### src/rtl/arm_pkg.sv
// Shared LEGv8 datapath constants and types for the register-select stage.
// Contents: address/instruction widths, XZR index, register field positions,
// the register-address type and a zero-register compare helper.
package arm_pkg;

  localparam int REG_ADDR_W = 5;
  localparam int INSTR_W    = 32;

  // Register field LSB positions within an R/D/CB-format instruction word
  localparam int RM_LSB = 16;
  localparam int RN_LSB = 5;
  localparam int RD_LSB = 0;
  // Rt of stores and CBZ occupies the same bits as Rd
  localparam int RT_LSB = RD_LSB;

  typedef logic [REG_ADDR_W-1:0] reg_addr_t;

  localparam reg_addr_t XZR_IDX = 5'd31;

  function automatic logic is_xzr(input reg_addr_t addr);
    return (addr == XZR_IDX);
  endfunction

endpackage

### src/rtl/mux_2_1_5_reg_sel_decode.sv
// Combinational register-address extraction for the register-select stage.
// Pure bit slicing of the instruction word plus the Reg2Loc mux for port 2.
// Ports:
//   instruction  in  32  instruction word
//   reg2loc      in  1   0: port 2 reads Rm, 1: port 2 reads Rt
//   rs1_o        out 5   Rn
//   rs2_o        out 5   Rm or Rt
//   ws_o         out 5   Rd/Rt
module reg_sel_decode
  import arm_pkg::*;
(
  input  logic [INSTR_W-1:0]    instruction,
  input  logic                  reg2loc,
  output logic [REG_ADDR_W-1:0] rs1_o,
  output logic [REG_ADDR_W-1:0] rs2_o,
  output logic [REG_ADDR_W-1:0] ws_o
);

  reg_addr_t rn, rm, rt;

  assign rn = instruction[RN_LSB +: REG_ADDR_W];
  assign rm = instruction[RM_LSB +: REG_ADDR_W];
  assign rt = instruction[RT_LSB +: REG_ADDR_W];

  assign rs1_o = rn;
  assign rs2_o = reg2loc ? rt : rm;
  assign ws_o  = rt;

  // Opcode and immediate/shamt bits are intentionally ignored by this stage
  logic unused_fields;
  assign unused_fields = ^{instruction[31:21], instruction[15:10]};

endmodule

### src/rtl/mux_2_1_5.sv
// Register-select stage of the single-cycle LEGv8 datapath.
// Captures Rn, Rm/Rt and Rd/Rt from a qualified instruction into registers
// that drive the register-file address ports one cycle later.
// Optional feature macro: MUX_2_1_5_XZR_FLAG_EN adds registered flags that
// mark each select as the zero register (X31).
// Ports:
//   CLK          in  1   rising-edge clock
//   Reset_n      in  1   asynchronous active-low reset
//   Instruction  in  32  instruction word
//   Reg2Loc      in  1   port-2 source select (0: Rm, 1: Rt)
//   InstrValid   in  1   qualifies Instruction/Reg2Loc for capture
//   ReadSelect1  out 5   read port 1 address
//   ReadSelect2  out 5   read port 2 address
//   WriteSelect  out 5   write port address
//   SelValid     out 1   selects hold an instruction captured last edge
//   Sel1IsXzr, Sel2IsXzr, WrIsXzr  out 1  (MUX_2_1_5_XZR_FLAG_EN only)
module mux_2_1_5
  import arm_pkg::*;
(
  input  logic                  CLK,
  input  logic                  Reset_n,
  input  logic [INSTR_W-1:0]    Instruction,
  input  logic                  Reg2Loc,
  input  logic                  InstrValid,
  output logic [REG_ADDR_W-1:0] ReadSelect1,
  output logic [REG_ADDR_W-1:0] ReadSelect2,
  output logic [REG_ADDR_W-1:0] WriteSelect,
`ifdef MUX_2_1_5_XZR_FLAG_EN
  output logic                  Sel1IsXzr,
  output logic                  Sel2IsXzr,
  output logic                  WrIsXzr,
`endif
  output logic                  SelValid
);

  reg_addr_t rs1_d, rs2_d, ws_d;
  reg_addr_t rs1_q, rs2_q, ws_q;
  logic      valid_q;

  reg_sel_decode u_decode (
    .instruction (Instruction),
    .reg2loc     (Reg2Loc),
    .rs1_o       (rs1_d),
    .rs2_o       (rs2_d),
    .ws_o        (ws_d)
  );

  // Selects hold across idle cycles; only the valid flag drops
  always_ff @(posedge CLK or negedge Reset_n) begin
    if (!Reset_n) begin
      rs1_q   <= '0;
      rs2_q   <= '0;
      ws_q    <= '0;
      valid_q <= 1'b0;
    end else begin
      valid_q <= InstrValid;
      if (InstrValid) begin
        rs1_q <= rs1_d;
        rs2_q <= rs2_d;
        ws_q  <= ws_d;
      end
    end
  end

  assign ReadSelect1 = rs1_q;
  assign ReadSelect2 = rs2_q;
  assign WriteSelect = ws_q;
  assign SelValid    = valid_q;

`ifdef MUX_2_1_5_XZR_FLAG_EN
  logic xzr1_q, xzr2_q, xzrw_q;

  // Flags are computed from the next-state selects so they line up with them
  always_ff @(posedge CLK or negedge Reset_n) begin
    if (!Reset_n) begin
      xzr1_q <= 1'b0;
      xzr2_q <= 1'b0;
      xzrw_q <= 1'b0;
    end else if (InstrValid) begin
      xzr1_q <= is_xzr(rs1_d);
      xzr2_q <= is_xzr(rs2_d);
      xzrw_q <= is_xzr(ws_d);
    end
  end

  assign Sel1IsXzr = xzr1_q;
  assign Sel2IsXzr = xzr2_q;
  assign WrIsXzr   = xzrw_q;
`endif

endmodule

### config.mk
export PLATFORM = sky130hd
export DESIGN_NAME = mux_2_1_5
export DESIGN_NICKNAME = d
export VERILOG_FILES = /design/src/rtl/arm_pkg.sv /design/src/rtl/mux_2_1_5_reg_sel_decode.sv /design/src/rtl/mux_2_1_5.sv
export SDC_FILE = /design/constraint.sdc
export NUM_CORES = 1
export LEC_CHECK = 0
export CORE_ASPECT_RATIO = 0.8
export CORE_UTILIZATION = 33
export CTS_CLUSTER_DIAMETER = 120
export CTS_CLUSTER_SIZE = 24
export DETAILED_ROUTE_END_ITERATION = 8
export MAX_ROUTING_LAYER = met4
export PLACE_DENSITY = 0.81
export SETUP_SLACK_MARGIN = 0.05
export SYNTH_ARGS = -nofsm -noshare
export SYNTH_HDL_FRONTEND = slang
export SYNTH_SLANG_ARGS = --single-unit
### constraint.sdc
create_clock -name CLK -period 1.65 [get_ports CLK]
set_clock_uncertainty 0.15 [all_clocks]
set_input_delay 0.495 -clock CLK [delete_from_list [all_inputs] [get_ports CLK]]
set_output_delay 0.495 -clock CLK [all_outputs]
set_load 0.01 [all_outputs]
# Yosys cells after proc, flatten, opt, wreduce, memory -nomap -nowiden
# Index checks and enable logic that the tools add are counted.
word_totals:
  ff_bits: 16
  in_bits: 36
  out_inout_bits: 16
  elab_cells: 5
op_classes:
  n_mux: 1
ops:
  columns: ["op", "count"]
  rows:
  - ["two-way mux 5 bit", 1]

# Longest topological paths before layout
depth:
  depth_word: 1
  mapped_depth: 3

# Modules after synthesis
# Synthesis repeated with hierarchy kept, for this count alone.
hier_totals:
  cells_unflattened: 48
  area_unflattened_um2: 769.5
by_module_without_submodules:
  columns: ["module", "instances", "cells_each", "area_per_inst_um2"]
  rows:
  - ["mux_2_1_5", 1, 33, 638.1]
  - ["reg_sel_decode", 1, 15, 131.4]

# Worst setup path before layout
# Ideal clock, no wire load.
synth_timing:
  path_type: "input port to flip-flop"
  from: "input InstrValid"
  to: "register rs1_q[0] (netlist: ReadSelect1[0])"
  setup_ns: 0.125
  arrival_ns: 0.932
  t_required_ns: 1.375
  setup_slack_ns: 0.443
  path_stages: 2
  cell_sequence: "buf_6 mux2_4"
synth_lines:
  columns: ["element", "line_no", "rtl"]
  rows:
  - ["from (decl)", "mux_2_1_5.sv:24", "input logic InstrValid,"]
  - ["to (signal assigned)", "mux_2_1_5.sv:58", "rs1_q <= rs1_d;"]
  - ["to (decl)", "mux_2_1_5.sv:37", "reg_addr_t rs1_q, rs2_q, ws_q;"]
# No word-level cell between the ends.

# Worst setup path in the final report
layout_timing:
  from: "register rs1_q[4] (netlist: ReadSelect1[4])"
  to: "output ReadSelect1[4]"
layout_lines:
  columns: ["element", "line_no", "rtl"]
  rows:
  - ["to (decl)", "mux_2_1_5.sv:25", "output logic [REG_ADDR_W-1:0] ReadSelect1,"]
# No word-level cell between the ends.

==> results_dict.tcl <==
set metrics [dict create \
    tightest_slew_ns 0.198 \
    yosys.cell_types.count 8 \
    drive_gt1_share_pct 27.0 \
    dieWidth_um 52.3 \
    start_kind "flip-flop" \
    wl_per_cell_um 12.5 \
    critical_path.top_delay_family "flip-flops" \
    postSynthCellCount 44 \
    cp.arrival_ns 0.91 \
    die_h_um 42.2 \
    drt_first_pass_iters 2 \
    max-vdd-ir-drop_mv 0.495 \
    netlist_area_sq_um 668 \
    hold_violations 0 \
    grt_usage_pct 13.8 \
    ys_warn_count 0 \
    vias 499 \
    path_max_fanout 2 \
    cts_buffers 3 \
    worstSetupPathType "reg2out" \
    grt_start_max_net_pins 17 \
    cts_tree "built" \
    clock_sinks 16 \
    fin_crit_sh_pct 94.5 \
    setup-violations-final 0 \
    status "finished clean" \
    final_common_cell "clkdlybuf4s50_1" \
    area_growth_pct 70.4 \
    synth_area_leaders "dfrtp_1 (60%), mux2_4 (22%), mux2i_1 (7.5%)" \
    initial_utilization_pct 35.3 \
    first_global_vias 489 \
    synth_nets 80 \
    cts-root-buf "clkbuf_4" \
    cp_slowest_cell "dfrtp_1" \
    dp_hpwl_mm 1.00 \
    slew_violations 0 \
    die_area_sq_um 2210 \
    crit_buf_inv 1 \
    clock_latency_ns 0.27 \
    layout_common_cells "clkdlybuf4s50_1 (18), dfrtp_1 (16), clkdlybuf4s15_1 (16), mux2_4 (10), buf_4 (9)" \
    diodes 0 \
    drc_errors 0 \
    yosys.area.top_type "dfrtp_1" \
    syn_area_per_cell_sq_um 15.2 \
    max_freq_ghz 0.641 \
    postLayoutCoreUtil_pct 60.2 \
    grt_pass1_wl_mm 2.17 \
    ys_ff_latch 16 \
    yosys.area.top_type_share_pct 59.9 \
    postRouteAntennaNets 0 \
    crit_path_end_kind "primary output" \
    coreArea_sq_um 1890 \
    fin_cells 113 \
    max_cap_violations 0 \
    finalWorstPathRequiredPeriod_ns 1.56 \
    drt_wl_total_mm 1.42 \
    cp_cell_sequence "clkdlybuf4s15_1" \
    dp_cells 104 \
    holdWs_ns 0.363 \
    p_leak_nw 0.529 \
    required_ns 1.00 \
    post-place-ws_ns -0.111 \
    portBuffers 34 \
    timing.final.ws_setup_ns 0.0905 \
    hp-class "reg2reg" \
    cts.path.max_buffers 2 \
    ys_seq_area_share_pct 59.9 \
    first_iter_violations 7 \
    antenna_found_initial 0 \
    ios 52 \
    htree_levels 1 \
    gp_congestion 0.666 \
    rsz0062_at_grt "true" \
    viasPerCell 4.42 \
    nets 126 \
    fp-row-count 14 \
    max_stage_delay_ns 0.41 \
    finalPower_uw 936 \
    grt_overflow 0 \
    fill_cells 164 \
    slew_headroom_pct 86.8 \
    power_density_nw_per_um2 822 \
    clk_pin_slew_ns 0.09 \
]
## registers in the layout (all words and copies together), names as in the netlist
name         flops
ReadSelect1      5
ReadSelect2      5
SelValid         1
WriteSelect      5
## path summary, 6_finish.rpt
check                               start             end  slack, ns  depth (start not counted)
max in group asynchronous         Reset_n  ReadSelect1[3]       0.78                          2
hold reg to reg            ReadSelect1[3]  ReadSelect1[3]       0.36                          1
setup / recovery           ReadSelect1[4]  ReadSelect1[4]       0.09                          1
setup reg to reg           ReadSelect1[4]  ReadSelect1[4]       0.59                          2
min in group asynchronous         Reset_n  ReadSelect2[2]       0.39                          2
hold / removal             ReadSelect1[3]  ReadSelect1[3]       0.36                          1
## power breakdown
group,switching (mW),internal [mW]
clock,0.116,0.134
sequential,0.0199,0.430
combinational,0.0813,0.154
total,0.217,0.718
## stage by stage
stage          setup TNS (ns)  instance area, sq um
2_1_floorplan               0                   668
3_5_place_dp            -1.29                  1060
6_report                    0                  1140
5_1_grt                     0                  1140
3_3_place_gp            -1.15                  1060
4_1_cts                     0                  1080
## cell families (layout without fill, tap and decap cells)
group | after synthesis | in the layout | synth area share [%]
AOI/OAI and AO/OA | 5 | 5 | 3.74
muxes | 15 | 15 | 30.0
DFF | 16 | 16 | 59.9
buffers and inverters | 3 | 48 | 3.56
and+or+nand+nor | 5 | 5 | 2.81
## timing repair
item | in CTS | in global routing
resized for setup | 19 | 13
hold buffers | 0 | 0
setup buffers | 0 | 5
pin swaps | 0 | 0
setup endpoints to repair | 16 | 13
## cells in the mapped netlist
master / n
a21oi_1: 5
nor2_1: 5
mux2i_1: 5
buf_2: 1
buf_4: 1
buf_6: 1
mux2_4: 10
dfrtp_1: 16
## cell type report
class	count	area [sq um]	area share, %
clock buffer	4	36.3	3.19
timing repair buffer	44	428	37.6
tap	24	30.0	2.64
multi-input combinational	25	244	21.4
sequential	16	400	35.2
## routing by layer
metal  vias to the layer above  GRT usage [%]  wire length [um]
li1                        242              -                 -
met1                       234           16.7               586
met2                        21           21.8               694
met3                         2           4.35               127
met4                         0           4.74                 9
met5                         -              -                 0
Power figures use the tool's default switching activity.
